`src/rtl/ability_scheduler.sv`:
```
// Ability controller for the computer character: arbitrates gate and blackout
// triggers, tracks gate-slot selection/occupancy and runs the per-tick cooldowns.
module ability_scheduler #(
  parameter int NUM_GATES    = 10,
  parameter int IDX_W        = 4,
  parameter int GATE_CD      = 7,
  parameter int BLACKOUT_CD  = 30,
  parameter int BLACKOUT_LEN = 5,
  parameter int CD_W         = 5
) (
  input  logic                 clk,
  input  logic                 reset,
  input  logic                 enableDC,
  input  logic                 game_active,
  input  logic                 gate_req,
  input  logic                 blackout_req,
  input  logic                 sel_next,
  input  logic                 sel_back,
  input  logic [NUM_GATES-1:0] gate_clear,
  output logic [IDX_W-1:0]     sel_idx,
  output logic [NUM_GATES-1:0] gates_occupied,
  output logic                 gate_place,
  output logic [IDX_W-1:0]     gate_place_idx,
  output logic                 gate_reject,
  output logic                 blackout_active,
  output logic                 gate_ready,
  output logic                 blackout_ready,
  output logic [CD_W-1:0]      gate_cd,
  output logic [CD_W-1:0]      blackout_cd
);

  localparam logic IDLE     = 1'b0;
  localparam logic BLACKOUT = 1'b1;

  localparam logic [CD_W-1:0]  GATE_CD_V = CD_W'(GATE_CD);
  localparam logic [CD_W-1:0]  BO_CD_V   = CD_W'(BLACKOUT_CD);
  localparam logic [CD_W-1:0]  BO_LEN_V  = CD_W'(BLACKOUT_LEN);
  localparam logic [IDX_W-1:0] SEL_MAX   = IDX_W'(NUM_GATES - 1);
  localparam logic [CD_W-1:0]  CD_ZERO   = '0;
  localparam logic [CD_W-1:0]  CD_ONE    = CD_W'(1);

  logic                 state_q, state_d;
  logic [CD_W-1:0]      bo_timer_q, bo_timer_d;
  logic [CD_W-1:0]      gate_cd_q, gate_cd_d;
  logic [CD_W-1:0]      bo_cd_q, bo_cd_d;
  logic [IDX_W-1:0]     sel_q, sel_d;
  logic [NUM_GATES-1:0] occ_q, occ_d;
  logic                 place_q, place_d;
  logic [IDX_W-1:0]     place_idx_q, place_idx_d;
  logic                 reject_q, reject_d;
  logic                 bo_active_q;

  logic gate_acc, bo_acc;

  assign bo_acc   = blackout_req && game_active && (state_q == IDLE) && (bo_cd_q == CD_ZERO);
  // A simultaneous blackout request always pre-empts the gate.
  assign gate_acc = gate_req && game_active && (state_q == IDLE) && (gate_cd_q == CD_ZERO)
                    && !occ_q[sel_q] && !blackout_req;

  always_comb begin
    state_d     = state_q;
    bo_timer_d  = bo_timer_q;
    gate_cd_d   = gate_cd_q;
    bo_cd_d     = bo_cd_q;
    sel_d       = sel_q;
    place_idx_d = place_idx_q;
    place_d     = gate_acc;
    reject_d    = gate_req && game_active && !gate_acc;

    if (enableDC && gate_cd_q != CD_ZERO) gate_cd_d = gate_cd_q - CD_ONE;
    if (enableDC && bo_cd_q != CD_ZERO)   bo_cd_d   = bo_cd_q - CD_ONE;

    case (state_q)
      IDLE: begin
        if (bo_acc) begin
          state_d    = BLACKOUT;
          bo_timer_d = BO_LEN_V;
          bo_cd_d    = BO_CD_V;
        end
      end
      default: begin
        if (!game_active || (enableDC && bo_timer_q <= CD_ONE)) begin
          state_d    = IDLE;
          bo_timer_d = CD_ZERO;
        end else if (enableDC) begin
          bo_timer_d = bo_timer_q - CD_ONE;
        end
      end
    endcase

    if (gate_acc) begin
      gate_cd_d   = GATE_CD_V;
      place_idx_d = sel_q;
    end

    // Clear first so a same-cycle placement on the cleared slot survives.
    occ_d = occ_q & ~gate_clear;
    if (gate_acc) occ_d = occ_d | (NUM_GATES'(1) << sel_q);

    if (sel_next && !sel_back)
      sel_d = (sel_q == SEL_MAX) ? '0 : sel_q + IDX_W'(1);
    else if (sel_back && !sel_next)
      sel_d = (sel_q == '0) ? SEL_MAX : sel_q - IDX_W'(1);
  end

  always_ff @(posedge clk or posedge reset) begin
    if (reset) begin
      state_q     <= IDLE;
      bo_timer_q  <= '0;
      gate_cd_q   <= '0;
      bo_cd_q     <= '0;
      sel_q       <= '0;
      occ_q       <= '0;
      place_q     <= 1'b0;
      place_idx_q <= '0;
      reject_q    <= 1'b0;
      bo_active_q <= 1'b0;
    end else begin
      state_q     <= state_d;
      bo_timer_q  <= bo_timer_d;
      gate_cd_q   <= gate_cd_d;
      bo_cd_q     <= bo_cd_d;
      sel_q       <= sel_d;
      occ_q       <= occ_d;
      place_q     <= place_d;
      place_idx_q <= place_idx_d;
      reject_q    <= reject_d;
      bo_active_q <= (state_d == BLACKOUT);
    end
  end

  assign sel_idx         = sel_q;
  assign gates_occupied  = occ_q;
  assign gate_place      = place_q;
  assign gate_place_idx  = place_idx_q;
  assign gate_reject     = reject_q;
  assign blackout_active = bo_active_q;
  assign gate_cd         = gate_cd_q;
  assign blackout_cd     = bo_cd_q;
  assign gate_ready      = (state_q == IDLE) && (gate_cd_q == CD_ZERO) && game_active;
  assign blackout_ready  = (state_q == IDLE) && (bo_cd_q == CD_ZERO) && game_active;

endmodule

```
`config.mk`:
```
export PLATFORM = sky130hd
export DESIGN_NAME = ability_scheduler
export DESIGN_NICKNAME = d
export VERILOG_FILES = /design/src/rtl/ability_scheduler.sv
export SDC_FILE = /design/constraint.sdc
export NUM_CORES = 1
export LEC_CHECK = 0
export ABC_CLOCK_PERIOD_IN_PS = 3800
export BUFFER_PORTS_ARGS = -buffer_cell sky130_fd_sc_hd__buf_2
export CAP_MARGIN = 30
export CORE_MARGIN = 8
export CORE_UTILIZATION = 40
export CTS_BUF_LIST = sky130_fd_sc_hd__clkbuf_8
export DETAILED_ROUTE_END_ITERATION = 8
export RECOVER_POWER = 25
export SKIP_LAST_GASP = 1
export SYNTH_ARGS = -nofsm -noshare
export SYNTH_HDL_FRONTEND = slang
export SYNTH_SLANG_ARGS = --single-unit
```
`constraint.sdc`:
```
create_clock -name clk -period 3.8 [get_ports clk]
set_clock_uncertainty 0.1 [all_clocks]
set_input_delay 1.14 -clock clk [delete_from_list [all_inputs] [get_ports clk]]
set_output_delay 1.14 -clock clk [all_outputs]
set_load 0.01 [all_outputs]
```
# Yosys cells after proc, flatten, opt, wreduce, memory -nomap -nowiden
# Index checks and enable logic that the tools add are counted.
# totals
regBits,36
latch_bits,0
ram_bits,0
romBits,0
inputBits,18
elab_cells,76
n_memories,0
# classes
add_sub_neg,5
mul,0
div_mod_pow,0
magnitude_cmp,2
eq_ne,2
shifts,1
muxes,19
n_bitwise,4
reduce_logical,34
# op_table
operator,count
$mux 5,9
$logic_and 1x1->1,18
$mux 4,4
$sub 5x1->5 const B,3
$and 10x10->10,1
$logic_not 5->1,2
$mux 10,1
$not 10->10,1
$or 10x10->10,1
$reduce_bool 5->1,2
$shl 1x4->10 const A,1
$logic_not 1->1,6
$reduce_bool 2->1,3
$le 5x1->1 const B,1
$lt 4x5->1 const B,1
$add 4x1->4 const B,1
$bmux 1 s4,1
$eq 4x4->1 const B,1
$logic_not 4->1,1
$mux 1,4
$sub 4x1->4 const B,1
$ne 3x2->1 const B,1
$reduce_and 2->1,1
$logic_or 1x1->1,1
$not 1->1,1

# Longest topological paths before layout
# Gate-level depths: netlist of run 1.
# depth
ltp_word,7
ltp_mapped,7

# Least setup slack after synthesis of run 1
# OpenSTA, ideal clock, no wires.
# synth_timing
path_type,reg-to-output
from,reg bo_cd_q[0] (netlist: blackout_cd[0])
to,out blackout_ready
arrival_ns,1.534
required_ns,2.560
slack_ns,1.026
stages_incl_launch_ff,5
path_buffers,0
path_cell_list,dfrtp_1 inv_1 ha_1 or4b_2 nor2_1
# synth_via
elab_chain_len,3
# synth_lines
element,line_no,text
start: declaration,45,"logic [CD_W-1:0] bo_cd_q, bo_cd_d;"
start signal: assignment,122,bo_cd_q <= bo_cd_d;
$logic_not 5->1,141,assign blackout_ready = (state_q == IDLE) && (bo_cd_q == CD_ZERO) && game_active;
$logic_and 1x1->1 (2 in series),141,
end: declaration,27,"output logic blackout_ready,"
# Every way passes these cells.

# Worst setup path after layout of run 1
# Ends and elaborated chain as after synthesis.

==> results of run 1 <==
critical path, stage by stage (launching register included):
cell,delay [ns]
sky130_fd_sc_hd__dfrtp_1,0.40
sky130_fd_sc_hd__inv_1,0.10
sky130_fd_sc_hd__ha_1,0.21
sky130_fd_sc_hd__or4b_2,0.66
sky130_fd_sc_hd__nor2_1,0.17
sky130_fd_sc_hd__buf_2,0.16
cells by family after synthesis:
| kind of cell | share of synthesized area (%) |
|---|---|
| compound gates | 16.3 |
| xor+xnor | 4.16 |
| fa+ha+maj | 4.63 |
| buf+inv | 6.21 |
| flops | 47.6 |
| mux | 5.16 |
| simple gates | 16.0 |
flip-flops by register name, indices dropped and copies added, names as in the netlist:
name / count
gates_occupied: 10
gate_reject: 1
blackout_active: 1
gate_cd: 5
bo_timer_q: 5
sel_idx: 4
gate_place: 1
gate_place_idx: 4
blackout_cd: 5
power breakdown:
group          switching, mW  internal (mW)
logic                  0.333          0.276
registers              0.140          0.488
clock network          0.137          0.232
total                  0.610          0.996
metal layers:
layer	GRT usage (%)	vias to the layer above
li1	-	772
met1	16.0	735
met2	21.1	41
met3	5.37	7
met4	4.37	0
met5	0	-
cell usage in the layout, fill, tap and decap left out, drive strengths merged, types with 2 or more instances in the layout:
master	count
buf	51
dfrtp	36
inv	25
nand2	19
nor2	8
a21oi	8
o32ai	8
clkbuf	8
ha	7
nand2b	5
xor2	5
o21ai	5
mux2	4
xnor2	4
nand3	4
mux2i	3
nor4	3
a31oi	2
o21bai	2
a32oi	2
or3	2
a32o	2
o31ai	2
or4b	2
or2	2
o31a	2
worst max path at each step:
stage                              start             end  slack [ns]  cells after the start
after floorplan           blackout_cd[0]  blackout_ready        1.03                      4
after global placement       game_active      gate_ready        0.80                      5
after detailed placement     game_active      gate_ready        0.78                      5
after CTS                 blackout_cd[0]  blackout_ready        0.59                      5
after global routing      blackout_cd[0]  blackout_ready        0.51                      5
final                     blackout_cd[0]  blackout_ready        0.60                      5
per-stage QoR:
stage	cell area, um2	std cells	utilization [%]
6_report	2320	295	50.2
4_1_cts	2330	295	50.3
5_1_grt	2320	295	50.2
2_1_floorplan	1890	187	-
3_5_place_dp	2200	287	47.6
3_3_place_gp	2200	287	47.6
area by class of cell:
| class | count | area share [%] |
|---|---|---|
| tap | 54 | 2.91 |
| clock inverter | 1 | 1.29 |
| inverter | 25 | 4.04 |
| multi-input combinational | 120 | 37.6 |
| timing repair buffer | 52 | 11.2 |
| clock buffer | 7 | 4.14 |
| sequential | 36 | 38.8 |
==> impl_metrics.sql, run 1 <==
INSERT INTO impl_metrics (metric_group, metric, value, unit) VALUES
('outcome', 'outcome', 'finished with violations', ''),
('outcome', 'failing_checks', 'capacitance limit, slew limit', ''),
('routing', 'met3RoutedLength', '274', 'um'),
('routing', 'route.layer.met1.wl', '2.03', 'mm'),
('die', 'floorplan.initialDensity', '40.9', '%'),
('setup_path', 'worst_r2r_startpoint', 'gate_cd[0]', ''),
('setup_path', 'worst-r2r-cell-count', '6', ''),
('placed_design', 'finalWeightedCongestion', '0.805', ''),
('sta', 'fin_ws', '0.595', 'ns'),
('min_path', 'whs_path_depth', '1', ''),
('clocking', 'cts_root_buffer', 'sky130_fd_sc_hd__clkbuf_8', ''),
('sta', 'grt_setup_unrepaired', 'no', ''),
('synthesis', 'mappedNetlistNets', '212', ''),
('clocking', 'numClockSinks', '36', ''),
('synthesis', 'synth_largest_type_area_fraction', '47.6', '%'),
('routing', 'route.detailed.vias_per_inst', '5.27', ''),
('sta', 'fin_crit_sh', '84.3', '%'),
('layout', 'area.sequential', '901', 'um2'),
('routing', 'initialDrtViolationCount', '59', ''),
('routing', 'sum_of_routed_wire_length_over_all_layers', '4.46', 'mm'),
('routing', 'met2_length', '2.10', 'mm'),
('routing', 'post_drt_wl_per_cell', '15.1', 'um'),
('sta', 'timing.final.max_slew_violations', '37', ''),
('setup_path', 'timing.setup.critical_path_class', 'reg -> out', ''),
('synthesis', 'postSynthAreaPerCell', '10.1', 'um2'),
('sta', 'final.setup.tns', '0', 'ns'),
('synthesis', 'ys_dominant_reg_cell', 'sky130_fd_sc_hd__dfrtp_1', ''),
('routing', 'detailed_routing_iterations_pass_1', '4', ''),
('routing', 'drtAntennaViolNets', '0', ''),
('synthesis', 'synthTopCellsByArea', 'sky130_fd_sc_hd__dfrtp_1, sky130_fd_sc_hd__inv_1, sky130_fd_sc_hd__ha_1, sky130_fd_sc_hd__nand2_1, sky130_fd_sc_hd__o32ai_1', ''),
('sta', 'worst_max_slew_pin_slew', '1.93', 'ns'),
('setup_path', 'worst_setup_path_start_kind', 'flop', ''),
('min_path', 'min_delay_worst_endpoint', 'bo_timer_q[4]', ''),
('synthesis', 'yosys.area.top_type', 'sky130_fd_sc_hd__dfrtp_1', ''),
('setup_path', 'worstPathRequired', '2.56', 'ns'),
('power_and_ir_drop', 'vdd.ir_drop.worst', '283', 'uV'),
('clocking', 'cts_inserted_buffers', '5', ''),
('synthesis', 'number_of_synthesized_register_bits', '36', ''),
('power_and_ir_drop', 'power.leakage', '1.15', 'nW'),
('layout', 'final_nets', '265', ''),
('sta', 'relSlewSlack', '-28.8', '%'),
('layout', 'area.growth.synth_to_final', '22.8', '%'),
('layout', 'filler_cell_count', '458', ''),
('global_routing', 'grt_pass1_vias', '1606', ''),
('clocking', 'clkTransAtPathRegs', '0.08', 'ns'),
('die', 'rows', '25', ''),
('die', 'placeableCoreArea', '4630', 'um2'),
('run', 'cap_violations', '1', ''),
('placed_design', 'post-dp-hpwl', '3.31', 'mm'),
('synthesis', 'post_synth_inst_count', '187', ''),
('synthesis', 'synth_cell_type_count', '49', ''),
('routing', 'remaining_drc_errors', '0', ''),
('synthesis', 'yosysWarningCount', '0', ''),
('routing', 'route.top_layer_used', 'met4', ''),
('global_routing', 'total_congestion_overflow', '0', ''),
('layout', 'layout-drive-gt1-share', '29.5', '%'),
('die', 'die_height', '84.8', 'um'),
('power_and_ir_drop', 'post-layout-total-power', '1.61', 'mW'),
('sta', 'finalHoldWorstSlack', '0.390', 'ns'),
('global_routing', 'grtUsageTotal', '13.3', '%'),
('die', 'io-pin-count', '51', ''),
('setup_path', 'cp.arrival', '1.96', 'ns'),
('clocking', 'clkLatencyLatePin', '0.29', 'ns'),
('placed_design', 'placement.setup.worst_slack', '0.775', 'ns'),
('min_path', 'min_from', 'bo_timer_q[4]', ''),
('clocking', 'cts_hold_buffers', '0', ''),
('synthesis', 'synth_sequential_area_ratio', '47.6', '%'),
('setup_path', 'endpoint_kind', 'primary output', ''),
('synthesis', 'synth_edf_count', '0', ''),
('die', 'floorplan.die.width', '84.8', 'um'),
('placed_design', 'io_buffers', '50', '');
(Power assumes the default switching activity.)
==> run 2, diff against run 1 <==
- ABC_AREA: unset -> 1
- ABC_CLOCK_PERIOD_IN_PS: 3800 -> 3200
- clock period: 3.8 -> 3.2 ns (I/O delays scaled with it)
==> impl_metrics.sql, run 2 <==
INSERT INTO impl_metrics (metric_group, metric, value, unit) VALUES
('setup_path', 'endpoint_kind', 'primary output', ''),
('sta', 'fmaxAchievable', '392', 'MHz'),
('setup_path', 'cell_breakdown_of_the_critical_path', 'buf_2 -> inv_1 -> nor3_1 -> buf_2', ''),
('layout', 'layout.cells.most_common', 'sky130_fd_sc_hd__nand2_1', ''),
('setup_path', 'worst_setup_path_start_kind', 'input pin', ''),
('global_routing', 'grtUsageMet3', '4.04', '%'),
('setup_path', 'timing.critical_path.buf_inv', '3', ''),
('sta', 'relSlewSlack', '58.3', '%'),
('synthesis', 'yosysWarningCount', '0', ''),
('synthesis', 'yosys.cell_count.top_type', 'sky130_fd_sc_hd__nand2_1', ''),
('synthesis', 'synth_common_cells', 'sky130_fd_sc_hd__nand2_1, sky130_fd_sc_hd__inv_1, sky130_fd_sc_hd__dfrtp_1, sky130_fd_sc_hd__nor2_1, sky130_fd_sc_hd__nand2_2', ''),
('sta', 'finalCriticalPeriod', '2.55', 'ns'),
('global_routing', 'grt_max_degree', '37', ''),
('die', 'die_height', '89.4', 'um'),
('routing', 'initialDrtViolationCount', '46', ''),
('global_routing', 'grt_pass1_wl', '7.90', 'mm'),
('die', 'io-pin-count', '51', ''),
('synthesis', 'synthTopCellsByArea', 'sky130_fd_sc_hd__dfrtp_1, sky130_fd_sc_hd__nand2_1, sky130_fd_sc_hd__inv_1, sky130_fd_sc_hd__nand2_2, sky130_fd_sc_hd__nor2_1', ''),
('routing', 'remaining_drc_errors', '0', ''),
('setup_path', 'worstPathRequired', '2.14', 'ns'),
('run', 'cap_violations', '0', ''),
('synthesis', 'synth_cell_type_count', '29', ''),
('synthesis', 'synth_largest_type_area_fraction', '41.8', '%'),
('sta', 'fin_ws', '0.647', 'ns'),
('layout', 'diodes', '0', ''),
('clocking', 'cts_root_buffer', 'sky130_fd_sc_hd__clkbuf_8', ''),
('min_path', 'hold_class', 'reg -> reg', ''),
('layout', 'layout-drive-gt1-share', '27.0', '%'),
('die', 'floorplan.die.width', '89.4', 'um'),
('global_routing', 'total_congestion_overflow', '0', ''),
('setup_path', 'timing.setup.critical_path_class', 'in -> out', ''),
('routing', 'post_drt_wl_per_cell', '11.7', 'um'),
('sta', 'grt_setup_unrepaired', 'no', ''),
('synthesis', 'number_of_synthesized_register_bits', '36', ''),
('routing', 'sum_of_routed_wire_length_over_all_layers', '4.71', 'mm'),
('sta', 'fin_crit_sh', '79.8', '%'),
('power_and_ir_drop', 'power-per-cell-area', '741', 'nW/um2'),
('power_and_ir_drop', 'post-layout-total-power', '1.88', 'mW'),
('routing', 'route.detailed.vias_per_inst', '4.53', ''),
('global_routing', 'globalRouteMet2Util', '21.6', '%'),
('routing', 'detailed_routing_iterations_pass_1', '4', ''),
('global_routing', 'grt_antenna_before_repair', '0', ''),
('global_routing', 'globalRouteMet1Util', '14.9', '%'),
('placed_design', 'placement.setup.worst_slack', '0.639', 'ns'),
('sta', 'hold_violations', '0', ''),
('setup_path', 'worst_path_dominant_cell_family', 'buffers and inverters', ''),
('power_and_ir_drop', 'vdd.ir_drop.worst', '309', 'uV'),
('placed_design', 'io_buffers', '50', ''),
('routing', 'drtAntennaViolNets', '0', ''),
('setup_path', 'cell_seen_most_often_among_critical_path_stages', 'sky130_fd_sc_hd__buf_2', ''),
('die', 'floorplan.initialDensity', '41.9', '%'),
('synthesis', 'ys_dominant_reg_cell', 'sky130_fd_sc_hd__dfrtp_1', ''),
('clocking', 'cts_tree', 'built', ''),
('sta', 'timing.final.max_slew_violations', '0', ''),
('clocking', 'cts-root-to-sink-buffers', '2', ''),
('placed_design', 'post-dp-hpwl', '3.64', 'mm'),
('layout', 'final_nets', '358', ''),
('synthesis', 'synth_sequential_area_ratio', '41.8', '%'),
('setup_path', 'critical_path_peak_fanout', '6', ''),
('clocking', 'numClockSinks', '36', ''),
('synthesis', 'postSynth.asyncResetShare', '100', '%'),
('layout', 'largest_reg_flops', '10', ''),
('die', 'rows', '26', ''),
('clocking', 'post_cts_buffers', '0', ''),
('synthesis', 'synth_edf_count', '0', ''),
('synthesis', 'postSynthAreaPerCell', '7.75', 'um2'),
('die', 'placeableCoreArea', '5140', 'um2'),
('placed_design', 'dp_cells', '396', ''),
('setup_path', 'cp.arrival', '1.49', 'ns'),
('sta', 'final.setup.tns', '0', 'ns'),
('synthesis', 'synthesized_cell_area', '2150', 'um2'),
('clocking', 'cts_repair_resize_count', '0', ''),
('clocking', 'cts_inserted_buffers', '5', ''),
('clocking', 'clock_tree.htree_level_count', '2', ''),
('power_and_ir_drop', 'power.leakage', '1.45', 'nW'),
('sta', 'setup_violations', '0', ''),
('global_routing', 'grt.busiest_layer', 'met2', ''),
('setup_path', 'slowest_cell_on_crit_path', 'sky130_fd_sc_hd__nor3_1', ''),
('setup_path', 'critical-path-max-stage-delay', '0.18', 'ns'),
('layout', 'fin_cells', '403', ''),
('global_routing', 'grtUsageTotal', '12.7', '%'),
('placed_design', 'finalWeightedCongestion', '0.820', ''),
('synthesis', 'yosys.area.top_type', 'sky130_fd_sc_hd__dfrtp_1', ''),
('layout', 'most_frequent_cells_in_the_layout', 'sky130_fd_sc_hd__nand2_1, sky130_fd_sc_hd__inv_1, sky130_fd_sc_hd__buf_2', ''),
('clocking', 'clkLatencyLatePin', '0.28', 'ns'),
('synthesis', 'mappedNetlistNets', '303', ''),
('routing', 'num_vias', '1827', ''),
('layout', 'postLayoutCoreUtil', '49.3', '%'),
('outcome', 'outcome', 'finished, final reports clean', ''),
('die', 'fp.dieArea', '7990', 'um2'),
('synthesis', 'post_synth_inst_count', '278', ''),
('layout', 'area.growth.synth_to_final', '17.8', '%'),
('sta', 'worst_max_slew_pin_slew', '0.619', 'ns'),
('clocking', 'cts_hold_buffers', '0', ''),
('global_routing', 'grt_pass1_vias', '1793', ''),
('clocking', 'clkTransAtPathRegs', '0.07', 'ns');
## run 2: cell types whose count changed after synthesis, sizes merged, moves of 3 or more
cell / change
a21oi: -3
clkbuf: -5
inv: +30
mux2: -4
mux2i: -3
nand2: +71
nand2b: -5
nand3: +13
nand4: +4
nor2: +22
nor4: -3
o21ai: +6
o32ai: -8
## run 2: power by group
group / total (mW) / internal [mW] / switching (mW) / leakage (nW)
Sequential: 0.734 / 0.584 / 0.150 / 0.459
Clock: 0.302 / 0.145 / 0.158 / 0.0452
Combinational: 0.843 / 0.323 / 0.520 / 0.949
Total: 1.88 / 1.05 / 0.827 / 1.45
## run 2: stage by stage
step / hold WS, ns / instance area (um2)
2_1_floorplan: 0.349 / 2150
4_1_cts: 0.397 / 2540
3_3_place_gp: 0.365 / 2460
6_report: 0.392 / 2540
3_5_place_dp: 0.369 / 2460
5_1_grt: 0.409 / 2540
## run 2: final timing paths
path | from | to | cells past startpoint | slack [ns]
worst max-delay path | game_active | blackout_ready | 4 | 0.65
worst max register to register | sel_idx[0] | gate_cd[0] | 10 | 1.36
max in group asynchronous | reset | sel_idx[1] | 3 | 2.00
worst min register to register | bo_timer_q[1] | bo_timer_q[1] | 2 | 0.39
worst min-delay path | bo_timer_q[1] | bo_timer_q[1] | 2 | 0.39
min in group asynchronous | reset | gate_cd[1] | 3 | 0.67
## run 2: layout make-up
cell class,instances,area [um2]
fillers,556,2600
multi-input cells,184,1010
flip-flops and latches,36,901
repair buffers,51,256
inverters,55,206
well taps,70,87.6
clock buffers,5,68.8
clock inverters,2,8.76
## run 2: logic make-up (layout without fill, tap and decap cells)
kind of cell / Yosys count / count (layout) / share of synthesized area, %
buffers and inverters: 58 / 113 / 11.4
AOI/OAI and AO/OA: 25 / 25 / 6.74
DFF: 36 / 36 / 41.8
and+or+nand+nor: 144 / 144 / 32.7
xor gates and xnor gates: 8 / 8 / 3.25
adders and majority gates: 7 / 7 / 4.07
## run 2: layer usage
metal / up-vias / routed length [um]
met2: 37 / 2260
met4: 0 / 22
met5: - / 0
li1: 960 / -
met3: 2 / 266
met1: 828 / 2170
## run 2: worst reg2reg max path, delay by kind of cell, from the launching register on
kind	cells	cell delay, ns
and+or+nand+nor	8	0.80
buffers and inverters	2	0.27
DFF	1	0.63
